## src/rtl/eth_pkt_if_field_replace_if.sv

```systemverilog
// Packet stream interface: one word per val/ready handshake, framed by sop/eop.
// mod gives the valid byte count of the eop word and is carried through untouched.
interface eth_pkt_if #(
   parameter int unsigned D_WIDTH     = 64,
   parameter int unsigned TUSER_WIDTH = 4
);
   localparam int unsigned MOD_WIDTH = (D_WIDTH > 8) ? $clog2(D_WIDTH / 8) : 1;

   logic [D_WIDTH-1:0]     data;
   logic [TUSER_WIDTH-1:0] tuser;
   logic                   sop;
   logic                   eop;
   logic [MOD_WIDTH-1:0]   mod;
   logic                   val;
   logic                   ready;

   modport i (input data, tuser, sop, eop, mod, val, output ready);
   modport o (output data, tuser, sop, eop, mod, val, input ready);
endinterface

```

## src/rtl/eth_pkt_if_field_replace.sv

```systemverilog
// Registered multi-slot byte-lane replacer for the eth_pkt_if stream. Slot config is
// snapshotted on each SOP word so a packet is never rewritten with mixed settings.
module eth_pkt_if_field_replace #(
   parameter int unsigned SLOT_CNT    = 4,
   parameter int unsigned WCNT_WIDTH  = 8,
   parameter int unsigned D_WIDTH     = 64,
   parameter int unsigned TUSER_WIDTH = 4
) (
   input  logic                           clk_i,
   input  logic                           rst_i,
   input  logic [SLOT_CNT-1:0]            slot_en_i,
   input  logic [SLOT_CNT*WCNT_WIDTH-1:0] slot_word_i,
   input  logic [SLOT_CNT*D_WIDTH/8-1:0]  slot_mask_i,
   input  logic [SLOT_CNT*D_WIDTH-1:0]    slot_data_i,
   input  logic                           tuser_replace_en_i,
   input  logic [TUSER_WIDTH-1:0]         tuser_i,
   output logic [SLOT_CNT-1:0]            hit_o,
   output logic                           err_o,
   eth_pkt_if.i                           pkt_i,
   eth_pkt_if.o                           pkt_o
);
   localparam int unsigned BYTE_CNT  = D_WIDTH / 8;
   localparam int unsigned MOD_WIDTH = (D_WIDTH > 8) ? $clog2(D_WIDTH / 8) : 1;

   typedef enum logic [0:0] {StIdle, StInPkt} state_e;

   state_e st_q, st_d;

   logic [WCNT_WIDTH-1:0]          cnt_q, cnt_d, cnt_e;
   logic [SLOT_CNT-1:0]            en_q, en_e;
   logic [SLOT_CNT*WCNT_WIDTH-1:0] word_q, word_e;
   logic [SLOT_CNT*BYTE_CNT-1:0]   mask_q, mask_e;
   logic [SLOT_CNT*D_WIDTH-1:0]    sdata_q, sdata_e;

   logic                   rdy, acc, active, err_d;
   logic [SLOT_CNT-1:0]    match, hit_d, hit_q;
   logic [BYTE_CNT-1:0]    lane_taken;
   logic [D_WIDTH-1:0]     data_d, data_q;
   logic [TUSER_WIDTH-1:0] tuser_d, tuser_q;
   logic                   sop_q, eop_q, val_q, err_q;
   logic [MOD_WIDTH-1:0]   mod_q;

   assign rdy         = !val_q || pkt_o.ready;
   assign pkt_i.ready = rdy;
   assign acc         = pkt_i.val && rdy;

   always_ff @(posedge clk_i or negedge rst_i) begin
      if (!rst_i) st_q <= StIdle;
      else        st_q <= st_d;
   end

   // A stray SOP inside a packet restarts framing exactly like a fresh SOP.
   always_comb begin
      st_d = st_q;
      if (acc) begin
         if (pkt_i.sop)                          st_d = pkt_i.eop ? StIdle : StInPkt;
         else if (st_q == StInPkt && pkt_i.eop)  st_d = StIdle;
      end
   end

   always_comb begin
      en_e    = pkt_i.sop ? slot_en_i   : en_q;
      word_e  = pkt_i.sop ? slot_word_i : word_q;
      mask_e  = pkt_i.sop ? slot_mask_i : mask_q;
      sdata_e = pkt_i.sop ? slot_data_i : sdata_q;
      cnt_e   = pkt_i.sop ? '0 : cnt_q;
      active  = acc && (pkt_i.sop || st_q == StInPkt);
      err_d   = acc && (pkt_i.sop ? (st_q == StInPkt) : (st_q == StIdle));

      // cnt_q holds the offset of the next word; it saturates instead of wrapping.
      cnt_d = cnt_q;
      if (active) cnt_d = (cnt_e == '1) ? cnt_e : cnt_e + 1'b1;

      for (int s = 0; s < SLOT_CNT; s++) begin
         match[s] = active && en_e[s] && (word_e[s*WCNT_WIDTH +: WCNT_WIDTH] == cnt_e);
      end

      // Mask MSB pairs with lane 0 (first wire byte), mirroring the data layout.
      data_d     = pkt_i.data;
      hit_d      = '0;
      lane_taken = '0;
      for (int s = 0; s < SLOT_CNT; s++) begin
         for (int k = 0; k < BYTE_CNT; k++) begin
            if (match[s] && mask_e[s*BYTE_CNT + BYTE_CNT-1-k] && !lane_taken[k]) begin
               lane_taken[k]               = 1'b1;
               hit_d[s]                    = 1'b1;
               data_d[D_WIDTH-1-8*k -: 8] = sdata_e[s*D_WIDTH + D_WIDTH-1-8*k -: 8];
            end
         end
      end

      tuser_d = (pkt_i.sop && tuser_replace_en_i) ? tuser_i : pkt_i.tuser;
   end

   always_ff @(posedge clk_i or negedge rst_i) begin
      if (!rst_i) begin
         cnt_q   <= '0;
         en_q    <= '0;
         word_q  <= '0;
         mask_q  <= '0;
         sdata_q <= '0;
      end else begin
         cnt_q <= cnt_d;
         if (acc && pkt_i.sop) begin
            en_q    <= slot_en_i;
            word_q  <= slot_word_i;
            mask_q  <= slot_mask_i;
            sdata_q <= slot_data_i;
         end
      end
   end

   always_ff @(posedge clk_i or negedge rst_i) begin
      if (!rst_i) begin
         val_q   <= 1'b0;
         data_q  <= '0;
         tuser_q <= '0;
         sop_q   <= 1'b0;
         eop_q   <= 1'b0;
         mod_q   <= '0;
         hit_q   <= '0;
         err_q   <= 1'b0;
      end else begin
         hit_q <= hit_d;
         err_q <= err_d;
         if (rdy) begin
            val_q <= pkt_i.val;
            if (pkt_i.val) begin
               data_q  <= data_d;
               tuser_q <= tuser_d;
               sop_q   <= pkt_i.sop;
               eop_q   <= pkt_i.eop;
               mod_q   <= pkt_i.mod;
            end
         end
      end
   end

   assign pkt_o.val   = val_q;
   assign pkt_o.data  = data_q;
   assign pkt_o.tuser = tuser_q;
   assign pkt_o.sop   = sop_q;
   assign pkt_o.eop   = eop_q;
   assign pkt_o.mod   = mod_q;
   assign hit_o       = hit_q;
   assign err_o       = err_q;
endmodule

```

## src/flat_wrapper.sv

```systemverilog
// flat-port wrapper written by rule: the top's interface ports become plain ports
module eth_pkt_if_field_replace_flat 
#(
   parameter int unsigned SLOT_CNT    = 4,
   parameter int unsigned WCNT_WIDTH  = 8,
   parameter int unsigned D_WIDTH     = 64,
   parameter int unsigned TUSER_WIDTH = 4
)
  (clk_i, rst_i, slot_en_i, slot_word_i, slot_mask_i, slot_data_i, tuser_replace_en_i, tuser_i, hit_o, err_o, pkt_i_data, pkt_i_tuser, pkt_i_sop, pkt_i_eop, pkt_i_mod, pkt_i_val, pkt_i_ready, pkt_o_data, pkt_o_tuser, pkt_o_sop, pkt_o_eop, pkt_o_mod, pkt_o_val, pkt_o_ready);
  eth_pkt_if #(.D_WIDTH(D_WIDTH), .TUSER_WIDTH(TUSER_WIDTH)) pkt_i_i ();
  eth_pkt_if #(.D_WIDTH(D_WIDTH), .TUSER_WIDTH(TUSER_WIDTH)) pkt_o_i ();
  input  logic clk_i;
  input  logic rst_i;
  input  logic [SLOT_CNT-1:0] slot_en_i;
  input  logic [SLOT_CNT*WCNT_WIDTH-1:0] slot_word_i;
  input  logic [SLOT_CNT*D_WIDTH/8-1:0] slot_mask_i;
  input  logic [SLOT_CNT*D_WIDTH-1:0] slot_data_i;
  input  logic tuser_replace_en_i;
  input  logic [TUSER_WIDTH-1:0] tuser_i;
  output logic [SLOT_CNT-1:0] hit_o;
  output logic err_o;
  input wire logic [$bits(pkt_i_i.data)-1:0] pkt_i_data;
  input wire logic [$bits(pkt_i_i.tuser)-1:0] pkt_i_tuser;
  input wire logic [$bits(pkt_i_i.sop)-1:0] pkt_i_sop;
  input wire logic [$bits(pkt_i_i.eop)-1:0] pkt_i_eop;
  input wire logic [$bits(pkt_i_i.mod)-1:0] pkt_i_mod;
  input wire logic [$bits(pkt_i_i.val)-1:0] pkt_i_val;
  output wire logic [$bits(pkt_i_i.ready)-1:0] pkt_i_ready;
  output wire logic [$bits(pkt_o_i.data)-1:0] pkt_o_data;
  output wire logic [$bits(pkt_o_i.tuser)-1:0] pkt_o_tuser;
  output wire logic [$bits(pkt_o_i.sop)-1:0] pkt_o_sop;
  output wire logic [$bits(pkt_o_i.eop)-1:0] pkt_o_eop;
  output wire logic [$bits(pkt_o_i.mod)-1:0] pkt_o_mod;
  output wire logic [$bits(pkt_o_i.val)-1:0] pkt_o_val;
  input wire logic [$bits(pkt_o_i.ready)-1:0] pkt_o_ready;
  assign pkt_i_i.data = pkt_i_data;
  assign pkt_i_i.tuser = pkt_i_tuser;
  assign pkt_i_i.sop = pkt_i_sop;
  assign pkt_i_i.eop = pkt_i_eop;
  assign pkt_i_i.mod = pkt_i_mod;
  assign pkt_i_i.val = pkt_i_val;
  assign pkt_i_ready = pkt_i_i.ready;
  assign pkt_o_data = pkt_o_i.data;
  assign pkt_o_tuser = pkt_o_i.tuser;
  assign pkt_o_sop = pkt_o_i.sop;
  assign pkt_o_eop = pkt_o_i.eop;
  assign pkt_o_mod = pkt_o_i.mod;
  assign pkt_o_val = pkt_o_i.val;
  assign pkt_o_i.ready = pkt_o_ready;
  eth_pkt_if_field_replace #(.SLOT_CNT(SLOT_CNT), .WCNT_WIDTH(WCNT_WIDTH), .D_WIDTH(D_WIDTH), .TUSER_WIDTH(TUSER_WIDTH)) u_core (.clk_i(clk_i), .rst_i(rst_i), .slot_en_i(slot_en_i), .slot_word_i(slot_word_i), .slot_mask_i(slot_mask_i), .slot_data_i(slot_data_i), .tuser_replace_en_i(tuser_replace_en_i), .tuser_i(tuser_i), .hit_o(hit_o), .err_o(err_o), .pkt_i(pkt_i_i), .pkt_o(pkt_o_i));
endmodule
```

## config.mk

```make
export PLATFORM = sky130hd
export DESIGN_NAME = eth_pkt_if_field_replace_flat
export DESIGN_NICKNAME = d
export VERILOG_FILES = /design/src/rtl/eth_pkt_if_field_replace_if.sv /design/src/rtl/eth_pkt_if_field_replace.sv /design/src/flat_wrapper.sv
export SDC_FILE = /design/constraint.sdc
export NUM_CORES = 1
export LEC_CHECK = 0
export BUFFER_PORTS_ARGS = -buffer_cell sky130_fd_sc_hd__buf_4
export CAP_MARGIN = 20
export CORE_MARGIN = 1.5
export CORE_UTILIZATION = 42
export CTS_CLUSTER_DIAMETER = 120
export CTS_CLUSTER_SIZE = 28
export DETAILED_ROUTE_END_ITERATION = 6
export SLEW_MARGIN = 5
export SYNTH_ARGS = -nofsm -noshare
export SYNTH_HDL_FRONTEND = slang
export SYNTH_SLANG_ARGS = --single-unit
```

## constraint.sdc

```tcl
create_clock -name clk_i -period 5.6 [get_ports clk_i]
set_input_delay 0.56 -clock clk_i [delete_from_list [all_inputs] [get_ports clk_i]]
set_output_delay 0.56 -clock clk_i [all_outputs]
set_load 0.05 [all_outputs]
```

; Word level (Yosys, flattened, before mapping)
; Index checks and enable logic that the tools add are counted.
[op_classes]
add_sub_neg = 1
eq_ne = 5
muxes = 98
n_bitwise = 1
n_reduce_logical = 100
[ops]
columns = operator, count
row1 = 2-to-1 mux 8 bit, 34
row2 = 2-to-1 mux 256 bit, 1
row3 = logical AND 1 bit, 70
row4 = 2-to-1 mux 32 bit, 2
row5 = 2-to-1 mux 1 bit, 59
row6 = equality test 8 bit, 4
row7 = zero test 1 bit, 25
row8 = "adder 8 x 1 -> 8 bit, second input constant", 1
row9 = "equality test 8 bit, second input constant", 1
row10 = 2-to-1 mux 4 bit, 2
row11 = AND reduction 2 bit, 2
row12 = logical OR 1 bit, 2
row13 = nonzero test 2 bit, 1
row14 = NOT 1 bit, 1
[word_totals]
reg_bits = 412
inputBits = 406
out_inout_bits = 80
elab_cells = 219

; Longest topological paths before layout
; Gate-level depths: netlist (run 1).
[depth]
ltp_word = 24
depth_mapped = 14
depth_no_buf = 9

; Least setup slack after synthesis (run 1)
; No wires, ideal clock.
[synth_timing]
path_kind = input to register
startpoint = input pkt_i_sop
endpoint = register u_core.cnt_q[1]
setup_time_ns = 0.125
t_arrival_ns = 2.894
required_time_ns = 5.475
path_slack_ns = 2.582
stages = 13
n_path_buf = 7
cell_sequence = buf_4 buf_6 buf_6 buf_4 buf_4 buf_2 buf_1 nor2b_1 ha_1 nand3_1 nor4_1 nor2_1 mux2_2
[synth_between]
elab_chain_len = 3
elab_cells_between_ends = 6
cone_classes = add/sub: 1 / eq/ne: 1 / mux: 2 / reduce/logical: 2
[synth_rtl]
columns = item, line
row1 = "start, declared", flat_wrapper.sv:24  ; input wire logic [$bits(pkt_i_i.sop)-1:0] pkt_i_sop;
row2 = 2-to-1 mux 8 bit, eth_pkt_if_field_replace.sv:66  ; cnt_e = pkt_i.sop ? '0 : cnt_q;
row3 = adder 8 x 1 -> 8 bit / equality test 8 bit (equally long branches), eth_pkt_if_field_replace.sv:72  ; if (active) cnt_d = (cnt_e == '1) ? cnt_e : cnt_e + 1'b1;
row4 = 2-to-1 mux 8 bit, eth_pkt_if_field_replace.sv:72
row5 = "end signal, assigned", eth_pkt_if_field_replace.sv:103  ; cnt_q <= cnt_d;
row6 = "end, declared", eth_pkt_if_field_replace.sv:29  ; logic [WCNT_WIDTH-1:0] cnt_q, cnt_d, cnt_e;
; Several ways; a longest one is shown, not always the timed one.
; A chain may end at the register's enable or synchronous reset.

; Worst setup path after layout (run 1)
[layout_timing]
startpoint = input pkt_i_sop
endpoint = register u_core.data_q[11], in the netlist u_core.pkt_o.data[11]
[layout_between]
elab_chain_len = 15
elab_cells_between_ends = 36
cone_classes = eq/ne: 4 / mux: 12 / reduce/logical: 20
[layout_rtl]
columns = item, line
row1 = branches (longest 14 deep; another with 2-to-1 mux 32 bit), -
row2 = 2-to-1 mux 8 bit *, eth_pkt_if_field_replace.sv:84  ; if (match[s] && mask_e[s*BYTE_CNT + BYTE_CNT-1-k] && !lane_taken[k]) begin
row3 = "end signal, assigned", eth_pkt_if_field_replace.sv:129  ; data_q <= data_d;
row4 = "end, declared", eth_pkt_if_field_replace.sv:38  ; logic [D_WIDTH-1:0] data_d, data_q;
; Mark *: on every way between the ends.

==> results.py, run 1 <==
metrics = {
    "sta": {
        "timing_hold_violations_final": 0,
        "slew_viol_final": 0,
        "skew_ps": 19.6,
        "min_period_over_period_pct": 70.8,
        "finalCriticalPeriod_ps": 3960,
        "fmax_ghz": 0.252,
        "setup_tns_ps": 0,
        "finalSetupViolCount": 0,
        "slew_headroom_pct": 24.3,
        "tightest_slew_ps": 1130,
        "rsz0062_at_grt": "false",
    },
    "power": {
        "power.total_w": 0.00763,
        "powerDensity_nw_per_um2": 272,
        "peakVddDrop_mv": 0.261,
        "power_leakage_nw": 12.4,
    },
    "final_layout": {
        "nets": 2852,
        "final_common_cell": "mux2_2",
        "layout_common_cells": "mux2_2, buf_4, dfrtp_1",
        "syn2layout_area_growth_pct": 20.4,
        "drive_gt1_share_pct": 45.9,
    },
    "cts": {
        "clk_latency_ps": 570,
        "cts.sinks": 412,
        "h-tree-depth": 1,
        "cts_setup_buffers": 0,
        "cts-root-buf": "clkbuf_16",
        "cts_buffers": 18,
        "ctsHoldBuffers": 0,
        "cts.clk_slew.worst_paths_ps": 130,
        "cts_tree": "done",
        "cts-resized-gates": 0,
        "clockBufferDepth": 3,
    },
    "worst_setup_path": {
        "arrival_ps": 4430,
        "cp-startpoint": "pkt_i_sop",
        "reg2reg_from": "u_core.cnt_q[6]",
        "worstReg2RegEnd": "u_core.pkt_o.data[6]",
        "cp-end-kind": "flop",
        "start_kind": "input pin",
        "worstPathMaxFanout": 63,
        "cp.required_ps": 6060,
        "r2r_cells": 8,
        "crit_type": "in2reg",
        "crit_end": "u_core.pkt_o.data[11]",
        "worst-r2r-setup-slack_ps": 1730,
    },
    "routing": {
        "vias_per_cell": 5.80,
        "post-route-drc-count": 0,
        "firstDrtPassIters": 6,
        "first_iter_violations": 1410,
        "routed_wl_mm": 79.1,
        "wire_per_inst_um": 24.7,
        "via_count": 18600,
        "ant_nets": 0,
    },
    "die": {
        "fp.dieW_um": 239,
        "rows": 86,
        "die_y_um": 239,
        "core_area_um2": 55000,
        "io_pins": 486,
        "dieArea_um2": 57000,
        "initial_core_util_pct": 42.4,
    },
    "synth": {
        "synth_nets": 2465,
        "synth_fa_ha_area_share_pct": 0.107,
        "ys_ff_latch": 412,
        "syn_inst": 2057,
        "yosys_warnings": 0,
        "synth_top_family_by_area": "multiplexers",
        "synth_edf_count": 0,
        "synth_flop_cell": "dfrtp_1",
        "ys_seq_area_share_pct": 44.2,
        "synthArstFlopShare_pct": 100,
        "synthTopCellsByArea": "dfrtp_1, mux2_2, mux2i_1",
        "ys_types": 65,
        "syn_avg_cell_area_um2": 11.3,
        "yosys.area.top_type": "dfrtp_1",
        "syn_area_um2": 23300,
        "synth_xor_area_share_pct": 1.01,
        "muxShareOfSynthArea_pct": 32.2,
        "yosys.area_share.simple_pct": 12.5,
        "synth_top_area_share_pct": 44.2,
        "synth_compound_area_share_pct": 6.91,
    },
    "global_route": {
        "grt.overflow.total": 0,
        "track_usage_pct": 27.1,
        "grt_max_degree": 131,
        "grt_pass1_wl_mm": 117,
        "grt_pass1_vias": 18900,
        "grt_antenna_before_repair": 17,
    },
    "worst_hold_path": {
        "hold_class": "in2async",
    },
    "placed_design": {
        "dp_hpwl_mm": 57.6,
        "portBuffers": 485,
        "place.gp.congestion": 0.876,
    },
    "run_status": {
        "status": "finished, final reports clean",
    },
    "flow_run": {
        "cap_viol_max_count": 0,
    },
}
[worst min-delay path by stage]
stage | startpoint | to | slack, ps
floorplan | rst_i | u_core.cnt_q[0] | 260
global placement | u_core.pkt_o.mod[0] | u_core.pkt_o.mod[0] | 460
detailed placement | u_core.pkt_o.sop | u_core.pkt_o.sop | 470
CTS | rst_i | u_core.pkt_o.sop | 40
global route | rst_i | u_core.pkt_o.sop | 60
finish | rst_i | u_core.pkt_o.sop | 20
[logic make-up after synthesis]
kind of cell,after synthesis
AOI/OAI and AO/OA,257
xor gates and xnor gates,26
adders and majority gates,2
buffers and inverters,159
DFF,412
muxes,682
and+or+nand+nor,519
[critical path: stages]
cell,delay [ps]
buf_8,320
buf_4,830
mux2i_1,340
nor3b_2,160
a32oi_1,820
nand3_1,760
o21ai_0,420
o21ai_1,100
[power breakdown]
part | internal, W | switching [W]
sequential | 0.00350 | 0.000321
clock | 0.000633 | 0.00100
combinational | 0.00106 | 0.00112
total | 0.00519 | 0.00244
[area by class of cell]
cell class	count	area, µm²
Antenna cell	11	27.5
Clock buffer	20	489
Clock inverter	2	10.0
Fill cell	4994	26900
Inverter	7	26.3
Multi-Input combinational cell	1486	12400
Sequential cell	412	10300
Tap cell	748	936
Timing Repair Buffer	519	3940
[flip-flops by register name (all words and copies together), names as in the netlist]
| signal | flops |
|---|---|
| u_core.mask_q | 32 |
| u_core.pkt_o.tuser | 4 |
| u_core.pkt_o.eop | 1 |
| u_core.cnt_q | 8 |
| u_core.pkt_o.val | 1 |
| u_core.err_o | 1 |
| u_core.word_q | 32 |
| u_core.pkt_o.sop | 1 |
| u_core.sdata_q | 256 |
| u_core.pkt_o.data | 64 |
| u_core.en_q | 4 |
| u_core.hit_o | 4 |
| u_core.pkt_o.mod | 3 |
| u_core.st_q | 1 |
[metal layers]
layer	vias up	wire, µm	share of wire, %	global-route usage [%]
met3	128	5900	7.5	6.24
met2	614	37700	48	44.5
met5	-	96	0.12	0
li1	8485	-	-	-
met4	12	2280	2.9	8.02
met1	9359	33000	42	35.5
[metrics by stage]
step / setup WS [ps] / instance area (µm²) / instances / hold WS [ps] / util [%]
5_1_grt: 1450 / 28100 / 3203 / 56.0 / 51.1
3_5_place_dp: 1080 / 27600 / 3171 / 466 / 50.1
2_1_floorplan: 2580 / 23300 / 2057 / 264 / -
6_report: 1640 / 28100 / 3205 / 23.3 / 51.1
3_3_place_gp: 1110 / 27600 / 3171 / 465 / 50.1
4_1_cts: 1700 / 28100 / 3193 / 36.1 / 51.1
[synthesized netlist by cell type, types with 9 or more instances]
library cell,instances
o21ai_1,44
nor3_1,69
a211oi_1,64
nand2_1,98
mux2_2,546
buf_1,15
nor2_1,23
and3_1,76
clkbuf_1,73
buf_4,9
dfrtp_1,412
buf_2,49
a21oi_1,13
o21ai_0,95
nand4_1,85
nor4b_1,9
nand3_1,98
xnor2_1,21
o211ai_1,10
mux2i_1,135
No activity file was read; power rests on OpenSTA's default activity.
==> inputs of run 2 (changes only) <==
==> constraint.sdc (replaced) <==
create_clock -name clk_i -period 3.96 [get_ports clk_i]
set_input_delay 0.396 -clock clk_i [delete_from_list [all_inputs] [get_ports clk_i]]
set_output_delay 0.396 -clock clk_i [all_outputs]
set_load 0.05 [all_outputs]
==> results.py, run 2 (same netlist as run 1, synthesis figures left out) <==
metrics = {
    "run_status": {
        "status": "finished, final reports clean",
    },
    "worst_setup_path": {
        "cp-end-kind": "flop",
        "worstPathMaxFanout": 15,
        "cp.required_ps": 4430,
        "crit_type": "reg2reg",
        "start_kind": "flop",
        "arrival_ps": 3920,
    },
    "die": {
        "fp.dieW_um": 239,
        "rows": 86,
        "dieArea_um2": 57000,
        "die_y_um": 239,
        "io_pins": 486,
        "core_area_um2": 55000,
        "initial_core_util_pct": 42.4,
    },
    "power": {
        "power_leakage_nw": 12.6,
        "power.total_w": 0.0110,
        "powerDensity_nw_per_um2": 385,
        "peakVddDrop_mv": 0.290,
    },
    "routing": {
        "vias_per_cell": 5.84,
        "post-route-drc-count": 0,
        "first_iter_violations": 1210,
        "firstDrtPassIters": 5,
        "wire_per_inst_um": 24.6,
        "routed_wl_mm": 79.5,
        "ant_nets": 0,
        "via_count": 18800,
    },
    "cts": {
        "cts_setup_buffers": 0,
        "cts.sinks": 412,
        "cts-resized-gates": 0,
        "cts-root-buf": "clkbuf_16",
        "h-tree-depth": 1,
        "clockBufferDepth": 3,
        "cts_tree": "done",
        "cts_buffers": 18,
        "clk_latency_ps": 570,
        "ctsHoldBuffers": 1,
        "cts.clk_slew.worst_paths_ps": 120,
    },
    "sta": {
        "fmax_ghz": 0.289,
        "finalSetupViolCount": 0,
        "slew_headroom_pct": 28.8,
        "tightest_slew_ps": 1070,
        "skew_ps": 28.8,
        "slew_viol_final": 0,
        "setup_tns_ps": 0,
        "rsz0062_at_grt": "false",
        "timing_hold_violations_final": 0,
        "min_period_over_period_pct": 87.3,
        "finalCriticalPeriod_ps": 3460,
    },
    "global_route": {
        "grt_pass1_vias": 19100,
        "grt_max_degree": 95,
        "track_usage_pct": 27.2,
        "grt_antenna_before_repair": 17,
        "grt.overflow.total": 0,
        "grt_pass1_wl_mm": 119,
    },
    "placed_design": {
        "dpl-instance-area_um2": 27900,
        "place.gp.congestion": 0.876,
        "portBuffers": 485,
        "dp_hpwl_mm": 57.8,
    },
    "flow_run": {
        "cap_viol_max_count": 0,
    },
    "final_layout": {
        "layout_common_cells": "mux2_2, buf_4, dfrtp_1",
        "syn2layout_area_growth_pct": 22.1,
        "drive_gt1_share_pct": 46.4,
        "largest_reg_flops": 256,
        "top_register": "u_core.sdata_q",
        "fillers": 4866,
        "nets": 2877,
        "final_common_cell": "mux2_2",
        "final_area_um2": 28500,
    },
    "worst_hold_path": {
        "hold_class": "in2reg",
    },
}
==> run 2: final cells by class <==
cell class | count | area [µm²] | share of cell area [%]
multi-input combinational | 1486 | 12400 | 43.4
sequential | 412 | 10300 | 36.2
timing repair buffer | 544 | 4280 | 15.0
tap | 748 | 936 | 3.29
clock buffer | 19 | 475 | 1.67
clock inverter | 2 | 60.1 | 0.211
inverter | 7 | 26.3 | 0.0922
antenna | 9 | 22.5 | 0.0791
==> run 2: power by group <==
group / switching, W / leakage [nW] / internal (W)
clock network: 0.00141 / 0.262 / 0.00100
logic: 0.00161 / 7.49 / 0.00153
registers: 0.000451 / 4.90 / 0.00495
total: 0.00347 / 12.6 / 0.00749
==> run 2: worst max-delay path, stage by stage, from the launching register on <==
cell and delay [ps]:
dfrtp_1 620, nand2b_1 160, a31o_2 290, and4b_1 670, nand4_1 620, nand3_1 570, o21ai_0 170, o21ai_0 240
==> run 2: stage by stage <==
stage	setup slack [ps]	hold WS, ps	util (%)	instances
2_1_floorplan	1110	100	-	2057
3_3_place_gp	193	454	50.7	3195
3_5_place_dp	108	442	50.7	3195
4_1_cts	257	23.6	51.7	3217
5_1_grt	286	43.6	51.8	3226
6_report	505	42.7	51.8	3227
==> run 2: routing by layer <==
layer / vias up / part of all wire (%) / global-route usage (%)
li1: 8517 / - / -
met3: 99 / 7.1 / 5.47
met1: 9566 / 42 / 36.1
met4: 18 / 2.3 / 7.15
met2: 641 / 48 / 45.3
met5: - / 0.16 / 0
==> run 2: worst paths after layout <==
check | from | endpoint | slack (ps) | cells after the start
setup / recovery | u_core.cnt_q[4] | u_core.pkt_o.data[26] | 500 | 7
hold / removal | pkt_i_mod[0] | u_core.pkt_o.mod[0] | 40 | 3
setup reg to reg | u_core.cnt_q[4] | u_core.pkt_o.data[26] | 500 | 7
hold reg to reg | u_core.pkt_o.tuser[2] | u_core.pkt_o.tuser[2] | 500 | 2
max in group asynchronous | rst_i | u_core.pkt_o.data[36] | 2530 | 3
min in group asynchronous | rst_i | u_core.pkt_o.tuser[2] | 410 | 2
